### src/rtl/ic_tag_ctl_pkg.sv
// Shared definitions for the instruction-cache tag controller: FSM states,
// array-operation encoding, the arbitration priority and geometry defaults.
package ic_tag_ctl_pkg;

  // Default number of tag sets; must be a power of two.
  localparam int ICACHE_SETS_DEF = 128;

  // Address [31:3] as carried on the fetch/fill/array ports.
  localparam int ADDR_W     = 29;
  // Debug index width and debug tag width.
  localparam int DBG_ADDR_W = 10;
  localparam int TAG_W      = 26;
  // Ways per set.
  localparam int WAYS       = 2;

  // Controller states.
  typedef enum logic [1:0] {
    ST_IDLE     = 2'd0,
    ST_SWEEP    = 2'd1,
    ST_DBG_WAIT = 2'd2
  } ctl_state_t;

  // The single array operation chosen for a cycle.
  typedef enum logic [2:0] {
    OP_NONE     = 3'd0,
    OP_PERR_INV = 3'd1,
    OP_SWEEP    = 3'd2,
    OP_FILL     = 3'd3,
    OP_DBG      = 3'd4,
    OP_FETCH    = 3'd5
  } arr_op_t;

  // Fixed-priority arbitration of the tag array port:
  // parity invalidate > sweep > fill > debug > fetch.
  function automatic arr_op_t pick_op(input logic perr_inv,
                                      input logic sweep,
                                      input logic fill,
                                      input logic dbg,
                                      input logic fetch);
    arr_op_t op;
    op = OP_NONE;
    if (perr_inv)   op = OP_PERR_INV;
    else if (sweep) op = OP_SWEEP;
    else if (fill)  op = OP_FILL;
    else if (dbg)   op = OP_DBG;
    else if (fetch) op = OP_FETCH;
    return op;
  endfunction

endpackage

### src/rtl/ic_tag_ctl_sweep.sv
// Set counter for the fence.i invalidate sweep. The counter restarts at set 0
// whenever a flush arrives and advances one set per granted sweep cycle; a
// stalled sweep cycle (array taken by a parity invalidate) holds the count.
module ic_tag_ctl_sweep
  import ic_tag_ctl_pkg::*;
#(
  parameter int SETS  = ICACHE_SETS_DEF,
  parameter int IDX_W = $clog2(SETS)
) (
  input  logic             clock,
  input  logic             reset,
  input  logic             start,
  input  logic             step,
  output logic [IDX_W-1:0] idx,
  output logic             done
);

  localparam logic [IDX_W-1:0] LAST_IDX = IDX_W'(SETS - 1);

  logic [IDX_W-1:0] idx_q;

  // Set counter: restart on flush, advance on each sweep write, wrap after the last set.
  always_ff @(posedge clock or negedge reset) begin
    if (!reset) begin
      idx_q <= '0;
    end else if (start) begin
      idx_q <= '0;
    end else if (step) begin
      idx_q <= (idx_q == LAST_IDX) ? '0 : idx_q + IDX_W'(1);
    end
  end

  // The sweep finishes on the cycle the last set is actually written.
  always_comb begin
    idx  = idx_q;
    done = step && (idx_q == LAST_IDX);
  end

endmodule

### src/rtl/ic_tag_ctl.sv
// Instruction-cache tag controller. Arbitrates the single tag-array port
// between parity invalidates, the fence.i sweep, miss fills, debug tag reads
// and fetch lookups, and tracks the one-cycle array latency of lookups and
// debug reads.
//
// Request/grant semantics: fill and fetch requests are level requests that the
// requester holds until the matching *_gnt is seen high in the same cycle; the
// operation is issued to the array in that cycle and the request may drop at
// the next edge. Debug requests are held until io_dbg_done. A flush request is
// a one-cycle pulse and is never refused. Lookup results come back exactly one
// cycle after io_ic_rd_en and are always delivered, even across a flush.
module ic_tag_ctl
  import ic_tag_ctl_pkg::*;
#(
  parameter int ICACHE_SETS = ICACHE_SETS_DEF
) (
  input  logic                  clock,
  input  logic                  reset,
  // flush / fence.i
  input  logic                  io_flush_req,
  output logic                  io_flush_busy,
  // fetch lookup
  input  logic                  io_fetch_req,
  input  logic [ADDR_W-1:0]     io_fetch_addr,
  output logic                  io_fetch_gnt,
  output logic                  io_fetch_rsp_valid,
  output logic [WAYS-1:0]       io_fetch_hit,
  output logic                  io_fetch_perr,
  // miss fill
  input  logic                  io_fill_req,
  input  logic [ADDR_W-1:0]     io_fill_addr,
  input  logic [WAYS-1:0]       io_fill_way,
  output logic                  io_fill_gnt,
  // debug tag read
  input  logic                  io_dbg_req,
  input  logic [DBG_ADDR_W-1:0] io_dbg_addr,
  input  logic [WAYS-1:0]       io_dbg_way,
  output logic                  io_dbg_done,
  output logic [TAG_W-1:0]      io_dbg_rdata,
  // tag array
  output logic [ADDR_W-1:0]     io_ic_rw_addr,
  output logic [WAYS-1:0]       io_ic_wr_en,
  output logic [WAYS-1:0]       io_ic_tag_valid,
  output logic                  io_ic_rd_en,
  output logic [DBG_ADDR_W-1:0] io_ic_debug_addr,
  output logic [WAYS-1:0]       io_ic_debug_way,
  output logic                  io_ic_debug_rd_en,
  input  logic [TAG_W-1:0]      io_ictag_debug_rd_data,
  input  logic [WAYS-1:0]       io_ic_rd_hit,
  input  logic                  io_ic_tag_perr,
  // controller state, for observation only
  output ctl_state_t            io_ctl_state
);

  localparam int IDX_W = $clog2(ICACHE_SETS);

  ctl_state_t       state_q;
  ctl_state_t       state_d;
  arr_op_t          op;

  logic             perr_inv;
  logic             fill_ok;
  logic             dbg_ok;
  logic             rsp_pend_q;
  logic [IDX_W-1:0] fetch_idx_q;
  logic             dbg_done_q;
  logic [TAG_W-1:0] dbg_rdata_q;
  logic [IDX_W-1:0] sweep_idx;
  logic             sweep_done;
  logic [ADDR_W-1:0] idx_addr;

  ic_tag_ctl_sweep #(
    .SETS  (ICACHE_SETS),
    .IDX_W (IDX_W)
  ) u_sweep (
    .clock (clock),
    .reset (reset),
    .start (io_flush_req),
    .step  (op == OP_SWEEP),
    .idx   (sweep_idx),
    .done  (sweep_done)
  );

  // Arbitration: pick the one array operation for this cycle. Requests are
  // gated by reset so nothing reaches the array while reset is low.
  always_comb begin
    perr_inv = rsp_pend_q && io_ic_tag_perr;
    // Fills would be wiped by the sweep anyway, so they wait it out.
    fill_ok  = io_fill_req && (state_q != ST_SWEEP);
    // Debug only from IDLE, not while the previous done is still showing
    // (requester drops its level request one cycle later), and not in a
    // flush cycle, which would lose the read in flight.
    dbg_ok   = io_dbg_req && (state_q == ST_IDLE) && !dbg_done_q && !io_flush_req;
    if (reset) begin
      op = pick_op(perr_inv, state_q == ST_SWEEP, fill_ok, dbg_ok, io_fetch_req);
    end else begin
      op = OP_NONE;
    end
  end

  // State register.
  always_ff @(posedge clock or negedge reset) begin
    if (!reset) begin
      state_q <= ST_IDLE;
    end else begin
      state_q <= state_d;
    end
  end

  // Next state: a flush from any state (re)starts the sweep.
  always_comb begin
    state_d = state_q;
    if (io_flush_req) begin
      state_d = ST_SWEEP;
    end else begin
      case (state_q)
        ST_IDLE:     if (op == OP_DBG) state_d = ST_DBG_WAIT;
        ST_SWEEP:    if (sweep_done)   state_d = ST_IDLE;
        ST_DBG_WAIT: state_d = ST_IDLE;
        default:     state_d = ST_IDLE;
      endcase
    end
  end

  // Array-side drive for the chosen operation; everything is zero otherwise.
  always_comb begin
    io_ic_rw_addr     = '0;
    io_ic_wr_en       = '0;
    io_ic_tag_valid   = '0;
    io_ic_rd_en       = 1'b0;
    io_ic_debug_addr  = '0;
    io_ic_debug_way   = '0;
    io_ic_debug_rd_en = 1'b0;
    io_fill_gnt       = 1'b0;
    io_fetch_gnt      = 1'b0;
    idx_addr          = '0;
    case (op)
      OP_PERR_INV: begin
        // Drop both ways of the set whose lookup just reported bad parity.
        idx_addr[IDX_W-1:0] = fetch_idx_q;
        io_ic_rw_addr       = idx_addr;
        io_ic_wr_en         = '1;
      end
      OP_SWEEP: begin
        idx_addr[IDX_W-1:0] = sweep_idx;
        io_ic_rw_addr       = idx_addr;
        io_ic_wr_en         = '1;
      end
      OP_FILL: begin
        io_ic_rw_addr   = io_fill_addr;
        io_ic_wr_en     = io_fill_way;
        io_ic_tag_valid = io_fill_way;
        io_fill_gnt     = 1'b1;
      end
      OP_DBG: begin
        io_ic_debug_addr  = io_dbg_addr;
        io_ic_debug_way   = io_dbg_way;
        io_ic_debug_rd_en = 1'b1;
      end
      OP_FETCH: begin
        io_ic_rw_addr = io_fetch_addr;
        io_ic_rd_en   = 1'b1;
        io_fetch_gnt  = 1'b1;
      end
      default: ;
    endcase
  end

  // Track in-flight lookups and debug reads across the one-cycle array latency.
  always_ff @(posedge clock or negedge reset) begin
    if (!reset) begin
      rsp_pend_q  <= 1'b0;
      fetch_idx_q <= '0;
      dbg_done_q  <= 1'b0;
      dbg_rdata_q <= '0;
    end else begin
      rsp_pend_q <= (op == OP_FETCH);
      if (op == OP_FETCH) begin
        fetch_idx_q <= io_fetch_addr[IDX_W-1:0];
      end
      // Array debug data is valid during DBG_WAIT; done shows with it registered.
      dbg_done_q <= (state_q == ST_DBG_WAIT);
      if (state_q == ST_DBG_WAIT) begin
        dbg_rdata_q <= io_ictag_debug_rd_data;
      end
    end
  end

  // Requester-side outputs; a parity error forces the hit vector to zero.
  always_comb begin
    io_flush_busy      = (state_q == ST_SWEEP);
    io_fetch_rsp_valid = rsp_pend_q;
    io_fetch_perr      = rsp_pend_q && io_ic_tag_perr;
    io_fetch_hit       = (rsp_pend_q && !io_ic_tag_perr) ? io_ic_rd_hit : '0;
    io_dbg_done        = dbg_done_q;
    io_dbg_rdata       = dbg_rdata_q;
    io_ctl_state       = state_q;
  end

endmodule

### config.mk
export PLATFORM = sky130hd
export DESIGN_NAME = ic_tag_ctl
export DESIGN_NICKNAME = d
export VERILOG_FILES = /design/src/rtl/ic_tag_ctl_pkg.sv /design/src/rtl/ic_tag_ctl_sweep.sv /design/src/rtl/ic_tag_ctl.sv
export SDC_FILE = /design/constraint.sdc
export NUM_CORES = 1
export LEC_CHECK = 0
export ABC_AREA = 1
export BUFFER_PORTS_ARGS = -buffer_cell sky130_fd_sc_hd__buf_2
export CORE_MARGIN = 8
export CORE_UTILIZATION = 45
export CTS_BUF_LIST = sky130_fd_sc_hd__clkbuf_4 sky130_fd_sc_hd__clkbuf_8 sky130_fd_sc_hd__clkbuf_16
export CTS_CLUSTER_DIAMETER = 60
export DETAILED_ROUTE_END_ITERATION = 16
export GPL_TIMING_DRIVEN = 0
export PLACE_DENSITY = 0.89
export SYNTH_ARGS = -nofsm -noshare
export SYNTH_HDL_FRONTEND = slang
export SYNTH_HIERARCHICAL = 1
export SYNTH_SLANG_ARGS = --single-unit
### constraint.sdc
create_clock -name clock -period 4.85 [get_ports clock]
set_clock_uncertainty 0.2 [all_clocks]
set_input_delay 0.97 -clock clock [delete_from_list [all_inputs] [get_ports clock]]
set_output_delay 0.97 -clock clock [all_outputs]
set_load 0.02 [all_outputs]
==> metrics.yaml <==
cells_and_area:
  final_core_util: 0.6623
  diodes: 0
  drive_gt1_frac: 0.4441
  syn2layout_area_growth_pct: 42.07
  nets: 688
  instances_no_fill: 656
  finalInstanceArea_um2: 3921
run_status:
  outcome: "finished clean"
synthesis:
  synth_top_family_by_area: "simple AND/OR/NAND/NOR gates"
  yosysWarnings: 6
  synthFlopType: "dfrtp_1"
  synthAdderAreaFrac: 0.004533
  syn_avg_cell_area_um2: 7.188
  synth.largest_area_cell: "dfrtp_1"
  yosysUniqueCellTypes: 29
  synth-xor-area-share: 0
  synth_common_cells: "nand2_1, inv_1, dfrtp_1, nand3_1, o21ai_2"
  syn_nets: 492
  synth.ff_latch_count: 44
  ys_seq_area_frac: 0.3989
  synthArstFlopShare: 1.000
  synth_compound_area_frac: 0.08794
  synthTopCellsByArea: "dfrtp_1, nand2_1, inv_1"
  synthSimpleGateAreaFrac: 0.3803
  synth-edff-count: 0
  synth.most_common_cell: "nand2_1"
  syn_inst: 384
  syn_area_um2: 2760
  synth_mux_area_frac: 0
  synth_top_area_share: 0.3989
setup_path:
  startpoint_type: "primary input"
  critPathRequiredTime_ns: 3.68
  regToRegSetupSlack_ns: 2.63
  rr_worst_depth: 13
  cpMaxStageDelayCell: "buf_2"
  cp.arrival_ns: 3.28
  crit_family: "buffers and inverters"
  critPathMaxFanout: 46
  reg2reg_to: "io_ctl_state[0]"
  end_kind: "output port"
  crit_path_start: "reset"
  crit_chain: "buf_2 > inv_1 > nor2_2 > inv_1 > nor2_4 > buf_6 > nand2_2 > inv_2 > nand2_1 > nand2_1 > inv_1 > nand3_1 > buf_2"
  crit_end: "io_ic_rw_addr[2]"
  cp_common_cell: "inv_1"
  setup.worst_path.class: "primary input to output port"
  crit_buf_inv: 7
  r2r_start: "io_fetch_rsp_valid"
  cp_slowest_stage_delay_ns: 0.77
  crit_cells: 13
hold_path:
  hp-class: "register to register"
grt:
  first_global_vias: 3219
  grt_max_degree: 47
  grt_pass1_wl_um: 15400
  antenna_found_initial: 0
  track_usage: 0.2178
  grt_overflow: 0
detailed_routing:
  vias_per_cell: 4.799
  drt_first_iter_violations: 94
  dr.pass1.iters: 4
  avgRoutedWirePerCell_um: 15.16
  wl_um: 9943
  num_vias: 3148
  drc: 0
  drtAntennaViolNets: 0
floorplanning:
  start_util: 0.4662
  coreArea_um2: 5921
  std_cell_rows: 28
  die_y_um: 94.32
  dieArea_um2: 8895
  die-width_um: 94.32
  io_pins: 190
clocking:
  numCtsBuffers: 5
  cts_setup_buffers: 0
  clk_latency_ns: 0.30
  hold_buffers: 0
  root_buffer: "clkbuf_8"
  htreeDepth: 2
  cts.repair.resized: 0
  path_clk_slew_ns: 0.09
  cts_tree: "done"
  cts_max_path_buffers: 2
  cts.sinks: 44
pwr:
  p_per_area_nw_per_um2: 203.7
  power_mw: 0.7989
  vdd_drop_max_mv: 0.1554
  power.leakage_nw: 2.362
sta:
  finalWorstSetupSlack_ns: 0.4001
  tightest_slew_ns: 1.033
  finalHoldViolations: 0
  slew_violations: 0
  fin_tns_setup_ns: 0
  slew_headroom: 0.3115
  holdWs_ns: 0.2831
  finalSetupViolations: 0
  min_period_ns: 4.450
  clock.fmax_ghz: 0.2247
  rsz0062_at_grt: "false"
  fin_crit_sh: 0.9175
placed_design:
  place_hpwl_um: 8322
  placement.io_buffers: 189
  dp_cells: 648
  placed_cell_area_um2: 3800
  gp_congestion: 0.9406
  dp_worst_setup_slack_ns: 0.3652
job:
  cap_violations: 0
## power breakdown
part	total [mW]	switching [mW]	internal, mW
Combinational	0.112	0.0622	0.0499
Clock	0.305	0.136	0.169
Sequential	0.382	0.00885	0.373
Total	0.799	0.207	0.592
## sequential cells by signal, summed over array words and instances, names as in the netlist
register	count
io_dbg_rdata	26
fetch_idx_q	7
u_sweep/idx	7
io_ctl_state	2
io_dbg_done	1
io_fetch_rsp_valid	1
## kinds of logic after synthesis
| logic type | Yosys count |
|---|---|
| and+or+nand+nor | 227 |
| buffers and inverters | 81 |
| DFF | 44 |
| AOI/OAI and AO/OA | 31 |
| adders and majority gates | 1 |
## worst min-delay path by stage
stage / endpoint / slack, ns / cells after the start / startpoint
finish: io_dbg_rdata[15] / 0.28 / 2 / io_dbg_rdata[15]
global route: io_dbg_rdata[0] / 0.29 / 2 / io_dbg_rdata[0]
CTS: io_dbg_rdata[15] / 0.29 / 2 / io_dbg_rdata[15]
detailed placement: io_dbg_rdata[20] / 0.26 / 2 / io_dbg_rdata[20]
global placement: fetch_idx_q[5] / 0.25 / 2 / fetch_idx_q[5]
floorplan: fetch_idx_q[4] / 0.24 / 2 / fetch_idx_q[4]
## metal layers
metal / wire length (µm) / vias to the layer above / track usage
met3: 1186 / 14 / 0.07994
li1: - / 1553 / -
met4: 236 / 0 / 0.08322
met1: 3722 / 1413 / 0.2354
met5: 0 / - / 0
met2: 4798 / 168 / 0.3783
## cell usage in the layout (no fill, tap or decap)
cell type / n
nor2_2: 9
nand3_2: 2
nand2_4: 4
o21ai_0: 1
nand3_4: 1
nand2_8: 1
nand4_1: 7
nor2_1: 21
nor2_4: 3
nand3b_1: 2
a21oi_1: 4
nor3_1: 1
clkinv_2: 1
o21ai_2: 22
buf_2: 189
bufinv_16: 1
ha_1: 1
clkbuf_4: 1
clkbuf_1: 4
o21bai_1: 2
nand2_1: 142
dfrtp_1: 44
buf_6: 5
inv_1: 62
nand2_2: 5
nor3b_1: 2
nand3_1: 27
buf_4: 2
clkinv_1: 1
clkinv_4: 1
clkbuf_8: 6
o21ai_1: 2
inv_2: 5
## final cells by class
| cell class | count | area [µm²] |
|---|---|---|
| clock buffers | 6 | 82.58 |
| well taps | 75 | 93.84 |
| inverters | 69 | 260.3 |
| repair buffers | 189 | 945.9 |
| fillers | 511 | 1999 |
| clock inverters | 2 | 38.79 |
| multi-input cells | 259 | 1305 |
| flip-flops and latches | 44 | 1101 |
| plain buffers | 12 | 93.84 |
## worst register-to-register path, cell delays in order (launching register included)
cell     delay, ns
dfrtp_1       0.42
nand2_2       0.16
inv_2         0.06
nor2_2        0.13
inv_1         0.09
nor2_4        0.13
buf_6         0.17
nand2_2       0.09
inv_2         0.17
nand2_2       0.10
nor2_4        0.13
nand3_4       0.09
inv_1         0.06
o21ai_0       0.09
Power figures use the tool's default switching activity.
